**src/rtl/alu_op_sequencer.sv**
```systemverilog
// Sequences one ALU operation at a time: drives the one-hot control word and operands for a
// per-opcode settle time, then captures the ALU result into a valid/ready response port.
module alu_op_sequencer #(
  parameter int unsigned WAIT_NARROW = 1,
  parameter int unsigned WAIT_MUL    = 2,
  parameter int unsigned WAIT_DIV    = 4
) (
  input  logic        clock_i,
  input  logic        clear_ni,
  input  logic        req_valid_i,
  output logic        req_ready_o,
  input  logic [3:0]  req_op_i,
  input  logic [31:0] req_a_i,
  input  logic [31:0] req_b_i,
  output logic [11:0] alu_control_o,
  output logic [31:0] alu_a_o,
  output logic [31:0] alu_b_o,
  input  logic [31:0] alu_zlow_i,
  input  logic [31:0] alu_zhigh_i,
  output logic        rsp_valid_o,
  input  logic        rsp_ready_i,
  output logic [31:0] rsp_lo_o,
  output logic [31:0] rsp_hi_o,
  output logic        rsp_err_o
);

  localparam int unsigned MaxWait0 = (WAIT_NARROW > WAIT_MUL) ? WAIT_NARROW : WAIT_MUL;
  localparam int unsigned MaxWait  = (MaxWait0 > WAIT_DIV) ? MaxWait0 : WAIT_DIV;
  localparam int unsigned CntW     = (MaxWait > 1) ? $clog2(MaxWait) : 1;

  localparam logic [CntW-1:0] NarrowCnt = CntW'(WAIT_NARROW - 1);
  localparam logic [CntW-1:0] MulCnt    = CntW'(WAIT_MUL - 1);
  localparam logic [CntW-1:0] DivCnt    = CntW'(WAIT_DIV - 1);

  localparam logic [3:0] OpMul  = 4'd2;
  localparam logic [3:0] OpDiv  = 4'd3;
  localparam logic [3:0] OpLast = 4'd11;

  typedef enum logic [1:0] {StIdle, StExec, StResp} state_e;

  state_e          state_q, state_d;
  logic [CntW-1:0] cnt_q, cnt_d;
  logic [11:0]     ctrl_q, ctrl_d;
  logic [31:0]     a_q, a_d;
  logic [31:0]     b_q, b_d;
  logic [3:0]      op_q, op_d;
  logic [31:0]     rsp_lo_q, rsp_lo_d;
  logic [31:0]     rsp_hi_q, rsp_hi_d;
  logic            rsp_err_q, rsp_err_d;

  logic [CntW-1:0] load_cnt;
  logic            req_bad;
  logic            op_wide;

  always_comb begin
    load_cnt = NarrowCnt;
    case (req_op_i)
      OpMul:   load_cnt = MulCnt;
      OpDiv:   load_cnt = DivCnt;
      default: load_cnt = NarrowCnt;
    endcase
  end

  // Illegal opcodes and divide-by-zero never reach the ALU.
  assign req_bad = (req_op_i > OpLast) || ((req_op_i == OpDiv) && (req_b_i == '0));
  assign op_wide = (op_q == OpMul) || (op_q == OpDiv);

  always_comb begin
    state_d   = state_q;
    cnt_d     = cnt_q;
    ctrl_d    = ctrl_q;
    a_d       = a_q;
    b_d       = b_q;
    op_d      = op_q;
    rsp_lo_d  = rsp_lo_q;
    rsp_hi_d  = rsp_hi_q;
    rsp_err_d = rsp_err_q;
    case (state_q)
      StIdle: begin
        if (req_valid_i) begin
          a_d   = req_a_i;
          b_d   = req_b_i;
          op_d  = req_op_i;
          cnt_d = load_cnt;
          if (req_bad) begin
            state_d   = StResp;
            rsp_lo_d  = '0;
            rsp_hi_d  = '0;
            rsp_err_d = 1'b1;
          end else begin
            state_d = StExec;
            ctrl_d  = 12'b1 << req_op_i;
          end
        end
      end
      StExec: begin
        if (cnt_q != '0) begin
          cnt_d = cnt_q - 1'b1;
        end else begin
          rsp_lo_d  = alu_zlow_i;
          rsp_hi_d  = op_wide ? alu_zhigh_i : '0;
          rsp_err_d = 1'b0;
          ctrl_d    = '0;
          state_d   = StResp;
        end
      end
      StResp: begin
        if (rsp_ready_i) state_d = StIdle;
      end
      default: begin
        state_d = StIdle;
        ctrl_d  = '0;
      end
    endcase
  end

  always_ff @(posedge clock_i or negedge clear_ni) begin
    if (!clear_ni) begin
      state_q   <= StIdle;
      cnt_q     <= '0;
      ctrl_q    <= '0;
      a_q       <= '0;
      b_q       <= '0;
      op_q      <= '0;
      rsp_lo_q  <= '0;
      rsp_hi_q  <= '0;
      rsp_err_q <= 1'b0;
    end else begin
      state_q   <= state_d;
      cnt_q     <= cnt_d;
      ctrl_q    <= ctrl_d;
      a_q       <= a_d;
      b_q       <= b_d;
      op_q      <= op_d;
      rsp_lo_q  <= rsp_lo_d;
      rsp_hi_q  <= rsp_hi_d;
      rsp_err_q <= rsp_err_d;
    end
  end

  assign req_ready_o   = (state_q == StIdle);
  assign rsp_valid_o   = (state_q == StResp);
  assign alu_control_o = ctrl_q;
  assign alu_a_o       = a_q;
  assign alu_b_o       = b_q;
  assign rsp_lo_o      = rsp_lo_q;
  assign rsp_hi_o      = rsp_hi_q;
  assign rsp_err_o     = rsp_err_q;

  a_ctrl_onehot: assert property (@(posedge clock_i) disable iff (!clear_ni)
    $onehot0(ctrl_q));

  a_ctrl_only_exec: assert property (@(posedge clock_i) disable iff (!clear_ni)
    (state_q != StExec) |-> (ctrl_q == '0));

  a_rsp_stable: assert property (@(posedge clock_i) disable iff (!clear_ni)
    (state_q == StResp && !rsp_ready_i) |=>
      (state_q == StResp && $stable(rsp_lo_q) && $stable(rsp_hi_q) && $stable(rsp_err_q)));

endmodule
```
**config.mk**
```make
export PLATFORM = sky130hd
export DESIGN_NAME = alu_op_sequencer
export DESIGN_NICKNAME = d
export VERILOG_FILES = /design/src/rtl/alu_op_sequencer.sv
export SDC_FILE = /design/constraint.sdc
export NUM_CORES = 1
export LEC_CHECK = 0
export ABC_CLOCK_PERIOD_IN_PS = 2400
export BUFFER_PORTS_ARGS = -buffer_cell sky130_fd_sc_hd__buf_2
export CAP_MARGIN = 20
export CORE_UTILIZATION = 46
export CTS_CLUSTER_SIZE = 14
export DETAILED_ROUTE_END_ITERATION = 10
export GPL_ROUTABILITY_DRIVEN = 0
export PLACE_DENSITY = 0.77
export SKIP_LAST_GASP = 1
export SLEW_MARGIN = 20
export SYNTH_ARGS = -nofsm -noshare
export SYNTH_HDL_FRONTEND = slang
export SYNTH_SLANG_ARGS = --single-unit
```
**constraint.sdc**
```tcl
create_clock -name clock_i -period 2.4 [get_ports clock_i]
set_input_delay 0.36 -clock clock_i [delete_from_list [all_inputs] [get_ports clock_i]]
set_output_delay 0.36 -clock clock_i [all_outputs]
set_load 0.01 [all_outputs]
```
# [Word-level counts from Yosys, hierarchy flattened]
# Index checks and enable logic that the tools add are counted.
[op_classes] n_bitwise=1 shift=1 n_addsub=1 eq_ne=12 n_lt_le_gt_ge=1 n_mux=24 n_reduce_logical=12
[ops] operator="32-bit 2-to-1 mux" n=5
[ops] operator="32-bit case mux with 2 select lines" n=2
[ops] operator="12-bit 2-to-1 mux" n=3
[ops] operator="12-bit case mux with 3 select lines" n=1
[ops] operator="32-bit logical NOT" n=1
[ops] operator="4-bit by 2-bit equality test with 1-bit output, second input constant" n=4
[ops] operator="2-bit 2-to-1 mux" n=6
[ops] operator="1-bit by 4-bit left shift with 12-bit output, first input constant" n=1
[ops] operator="2-bit != test, second input constant" n=4
[ops] operator="2-bit case mux with 2 select lines" n=2
[ops] operator="4-bit AND reduction" n=2
[ops] operator="2-bit case mux with 3 select lines" n=1
[ops] operator="3-bit AND reduction" n=2
[ops] operator="4-bit greater-than comparator, second input constant" n=1
[ops] operator="2-bit by 1-bit != test with 1-bit output, second input constant" n=2
[ops] operator="2-bit nonzero test" n=2
[ops] operator="1-bit 2-to-1 mux" n=3
[ops] operator="2-bit by 1-bit equality test with 1-bit output, second input constant" n=1
[ops] operator="2-bit equality test, second input constant" n=1
[ops] operator="2-bit logical NOT" n=1
[ops] operator="1-bit logical OR" n=2
[ops] operator="1-bit case mux with 2 select lines" n=1
[ops] operator="2-bit AND reduction" n=1
[ops] operator="2-bit by 1-bit subtractor with 2-bit output, second input constant" n=1
[ops] operator="other kinds (2)" n=2
[word_totals] word_cells=61 regBits=149

# [Logic depth before layout (Yosys ltp)]
[logic_depth] depth_word=6 mapped_depth=8 mapped_depth_nobuf=7

# [Least setup slack after synthesis]
# No wires, ideal clock.
[synth_path] path_kind="input port to flip-flop" from="input req_b_i[19]" to="register rsp_hi_q[24] (netlist: rsp_hi_o[24])" setup_time_ps=121 slack_ps=151 arrival_time_ps=2128 path_stages=7 cell_sequence="or4_1 or4b_1 nor3_2 o21ai_2 buf_6 buf_6 a22o_1"
[synth_via] elab_chain_cells=5
[synth_rtl] element="start: declaration" line_no="14" source="input logic [31:0] req_b_i,"
[synth_rtl] element="32-bit logical NOT" line_no="65" source="assign req_bad = (req_op_i > OpLast) || ((req_op_i == OpDiv) && (req_b_i == '0));"
[synth_rtl] element="1-bit logical AND" line_no="65"
[synth_rtl] element="1-bit logical OR" line_no="65"
[synth_rtl] element="2-bit by 1-bit != test with 1-bit output (no line)"
[synth_rtl] element="4-bit AND reduction (no line)"
[synth_rtl] element="end signal: assignment" line_no="136" source="rsp_hi_q <= rsp_hi_d;"
[synth_rtl] element="end: declaration" line_no="48" source="logic [31:0] rsp_hi_q, rsp_hi_d;"
# Every way passes these cells.
# A chain may end at the register's enable or synchronous reset.

# [Worst setup path after layout]
[layout_path] from="input req_b_i[19]" to="register rsp_lo_q[5] (netlist: rsp_lo_o[5])"
[layout_via] elab_chain_cells=5
[layout_rtl] element="32-bit logical NOT" line_no="65"
[layout_rtl] element="1-bit logical AND" line_no="65"
[layout_rtl] element="1-bit logical OR" line_no="65"
[layout_rtl] element="2-bit by 1-bit != test with 1-bit output (no line)"
[layout_rtl] element="4-bit AND reduction (no line)"
[layout_rtl] element="end signal: assignment" line_no="135" source="rsp_lo_q <= rsp_lo_d;"
[layout_rtl] element="end: declaration" line_no="47" source="logic [31:0] rsp_lo_q, rsp_lo_d;"
# Every way passes these cells.

==> impl_summary.log <==
[metrics] Worst Clk Skew: between 0.005 and 0.006 ns
[metrics] unrepaired setup endpoints after global routing: no
[metrics] worst hold margin: roughly 0.13 ns
[metrics] result of the run: completed
[metrics] Final Total Pwr: 10.65 mW
[metrics] number of cells produced by synthesis: 526
[metrics] DRT Pass-1 Iters: 4
[metrics] Non-Filler Cell Area, Final: 0.007991 mm²
[metrics] share of the synthesized area in the top cell type: between 60% and 70%
[metrics] share of the cycle needed by the critical path after routing: 86.28%
[metrics] die height: 113.3 µm
[metrics] initial core utilization: a little under half
[metrics] CTS resizes: 0
[metrics] hold path start: req_a_i[15]
[metrics] P_leak: 4.523 nW
[metrics] maximum number of pins on one net before global-route repair: 63
[metrics] minimum setup slack in the final design: 0.3292 ns
[metrics] antenna cell count: 0
[metrics] fraction of layout instances using a drive strength above 1: 41.27%
[metrics] transition time at the pin with the least slew margin: 0.6130 ns
[metrics] Final Hold Vio Count: 0
[metrics] Worst Hold Class: input pin to register
[metrics] largest buffer count on any clock path: 2
[metrics] largest area contributor in the synthesized netlist: sky130_fd_sc_hd__dfrtp_1
[metrics] mean instance size in the synthesized netlist: 10.84 µm²
[metrics] via count of the first global-routing pass: 4,972
[metrics] number of distinct library cells after synthesis: 32
[metrics] remaining design rule violation count: 0
[metrics] clock network latency to the later pin of the worst-skew pair: 0.42 ns
[metrics] worst setup path startpoint: req_b_i[19]
[metrics] GRT Util Overall: 24.54%
[metrics] number of storage elements in the synthesis netlist: 148
[metrics] CTS root buffer: sky130_fd_sc_hd__clkbuf_16
[metrics] minimum setup slack after placement: -0.09721 ns
[metrics] routed len/inst: around 15 µm
[metrics] wire length reported by the detailed router: around 15,000 µm
[metrics] wire length of the first global-routing pass: between 20,000 and 25,000 µm
[metrics] top cells by area, synth: sky130_fd_sc_hd__dfrtp_1 (65%), sky130_fd_sc_hd__nand2_1 (14%), sky130_fd_sc_hd__a22o_1 (9.8%)
[metrics] Net count, final: 943
[metrics] via-per-instance ratio: approximately 5.0
[metrics] number of clock buffers inserted by TritonCTS: 17
[metrics] crit-path max cell delay: 0.60 ns
[metrics] setup repair bufs after CTS: 0
[metrics] Max rail drop VDD: 682.3 µV
[metrics] Port-buffer cells: 278
[metrics] initial antenna violation count: 0
[metrics] biggest fanout along the worst timing path: 31
[metrics] crit path kind: input pin to register
[metrics] remaining max-slew budget at the tightest pin: 58.99%
[metrics] final sum of negative setup slack: 0 ns
[metrics] Die Width: 113.3 µm
[metrics] data required time at the worst endpoint: 2.70 ns
[metrics] H-tree depth reported by CTS: 4
[metrics] arrival time worst endpoint: 2.37 ns
[metrics] via count of the routed design: 4,896
[metrics] PD cells: roughly 1300 mW/mm²
[metrics] placeable core region: 0.01206 mm²
[metrics] total overflow reported by the global router: 0
[metrics] Yosys warning count: 0
[metrics] floorplan die area: around 0.013 mm²
[metrics] synthesized netlist net count: 663
[metrics] post-detailed-route count of antenna-violating nets: 0
[metrics] type of destination of the critical path: register
[metrics] Post-CTS Hold Fix Bufs: 1
[metrics] post-synthesis sequential area ratio: 64.98%
[metrics] Reg2Reg Setup Slack: 0.35 ns
[metrics] number of clock sinks seen by CTS: 148
[metrics] Layout area overhead: 40.22%
[metrics] standard cell with the maximum stage delay on the critical path: sky130_fd_sc_hd__or4b_1
[metrics] reg-to-reg startpoint: cnt_q[0]$_DFFE_PN0P_
[metrics] standard-cell row count: 40
[metrics] dpl hpwl: 10,960 µm
[metrics] kind of start point of the critical path: input pin
[metrics] number of max-cap violations: 0
[metrics] shortest clock period the worst path allows after layout: 2.071 ns
[metrics] Synth Cell Area: between 0.005 and 0.006 mm²
[metrics] chain of cells forming the critical path: buf_2 > or4_1 > or4b_1 > nor3_2 > o21ai_4 > buf_12 > a22o_1
[metrics] clock-pin slew of the registers on the worst-case setup and hold paths: 0.06 ns
[metrics] cell area reported after detailed placement: 0.007313 mm²
[metrics] count of final max-slew check failures: 0
[metrics] top-level I/O count: 279
[metrics] clock tree from TritonCTS: built
[metrics] Starting DRT DRC Count: a little over 300
[metrics] final count of negative-setup-slack endpoints: 0
[metrics] maximum achievable frequency: 482.9 MHz
-- flip-flops by register name, indices dropped and copies added, names as in the netlist --
signal,cells
rsp_lo_o,32
cnt_q,2
rsp_hi_o,32
alu_a_o,32
alu_control_o,12
op_q,3
rsp_err_o,1
alu_b_o,32
state_q,2
-- cell type report --
class	instances	area [µm²]
timing repair buffer	292	1555
clock buffer	20	466.7
fill	948	4070
clock inverter	12	201.4
tap	168	210.2
inverter	4	15.01
sequential	148	3704
multi-input combinational	343	1839
-- through the flow --
stage	std cells	util, %
6_report	987	66.26
5_1_grt	987	66.26
4_1_cts	987	66.26
3_5_place_dp	954	60.63
3_3_place_gp	954	60.63
2_1_floorplan	526	-
-- critical path, delay by kind of cell --
kind / cells / cell delay [ns]
buf+inv: 2 / 0.29
simple gates: 3 / 1.34
compound gates: 2 / 0.36
-- kinds of logic after synthesis --
group                    after synthesis  synth area share, %
AND/OR/NAND/NOR                      253                18.09
buffers and inverters                 35                3.030
adder cells (fa/ha/maj)                1               0.2195
AO/OA/AOI/OAI                         77                11.31
multiplexers                          12                2.371
flip-flops                           148                64.98
-- worst paths after layout --
check | to | cells after the start
setup / recovery | rsp_lo_o[5]$_DFFE_PN0P_ | 7
hold / removal | alu_a_o[15]$_DFFE_PN0P_ | 3
setup reg to reg | alu_control_o[5]$_DFFE_PN0P_ | 8
hold reg to reg | alu_a_o[2]$_DFFE_PN0P_ | 2
max in group asynchronous | alu_control_o[5]$_DFFE_PN0P_ | 3
min in group asynchronous | alu_b_o[9]$_DFFE_PN0P_ | 2
-- per-layer routing --
layer / track usage [%] / vias up / part of all wire [%]
li1: - / 2328 / -
met1: 28.37 / 2346 / 40
met2: 41.43 / 189 / 50
met3: 8.034 / 33 / 7.3
met4: 11.40 / 0 / 2.6
met5: 0 / - / 0
-- Yosys cell counts --
master                     count
sky130_fd_sc_hd__o21ai_0       3
sky130_fd_sc_hd__a21o_1        1
sky130_fd_sc_hd__nor4_1        6
sky130_fd_sc_hd__buf_1         1
sky130_fd_sc_hd__nand3_1       5
sky130_fd_sc_hd__ha_1          1
sky130_fd_sc_hd__a31o_2        1
sky130_fd_sc_hd__a21oi_1       4
sky130_fd_sc_hd__or4_1         2
sky130_fd_sc_hd__nor2b_1       1
sky130_fd_sc_hd__inv_1         4
sky130_fd_sc_hd__mux2_1        5
sky130_fd_sc_hd__and2_1        1
sky130_fd_sc_hd__dfrtp_1     148
sky130_fd_sc_hd__nor3_1        4
sky130_fd_sc_hd__or3b_2        1
sky130_fd_sc_hd__a211oi_1      1
sky130_fd_sc_hd__o211ai_1      1
sky130_fd_sc_hd__nand2_1     209
sky130_fd_sc_hd__nand3b_1      2
sky130_fd_sc_hd__o221ai_1      1
sky130_fd_sc_hd__or4b_1        1
sky130_fd_sc_hd__o21ai_2       1
sky130_fd_sc_hd__buf_4         1
sky130_fd_sc_hd__nor2_1       13
sky130_fd_sc_hd__nand4_1       1
sky130_fd_sc_hd__clkbuf_1     24
sky130_fd_sc_hd__buf_6         5
sky130_fd_sc_hd__nor3_2        1
sky130_fd_sc_hd__mux2_2        7
sky130_fd_sc_hd__nand2b_1      6
sky130_fd_sc_hd__a22o_1       64
-- layout by cell type, fill, tap and decap left out, types with 5 or more instances in the layout --
master / count
sky130_fd_sc_hd__nand3_1: 5
sky130_fd_sc_hd__bufinv_16: 5
sky130_fd_sc_hd__a22o_1: 64
sky130_fd_sc_hd__dfrtp_1: 148
sky130_fd_sc_hd__mux2_2: 7
sky130_fd_sc_hd__buf_2: 277
sky130_fd_sc_hd__clkbuf_16: 17
sky130_fd_sc_hd__nand2b_1: 6
sky130_fd_sc_hd__nor2_1: 11
sky130_fd_sc_hd__nor4_1: 6
sky130_fd_sc_hd__mux2_1: 5
sky130_fd_sc_hd__buf_4: 9
sky130_fd_sc_hd__nand2_1: 208
-- where the power goes --
group          internal [mW]  switching, mW  leakage, nW
Sequential              3.47          0.519         1.91
Clock                   1.93           1.02        0.322
Combinational           1.59           2.12         2.29
Total                   6.99           3.66         4.52
Note: power is estimated with default switching activity, not from simulation.
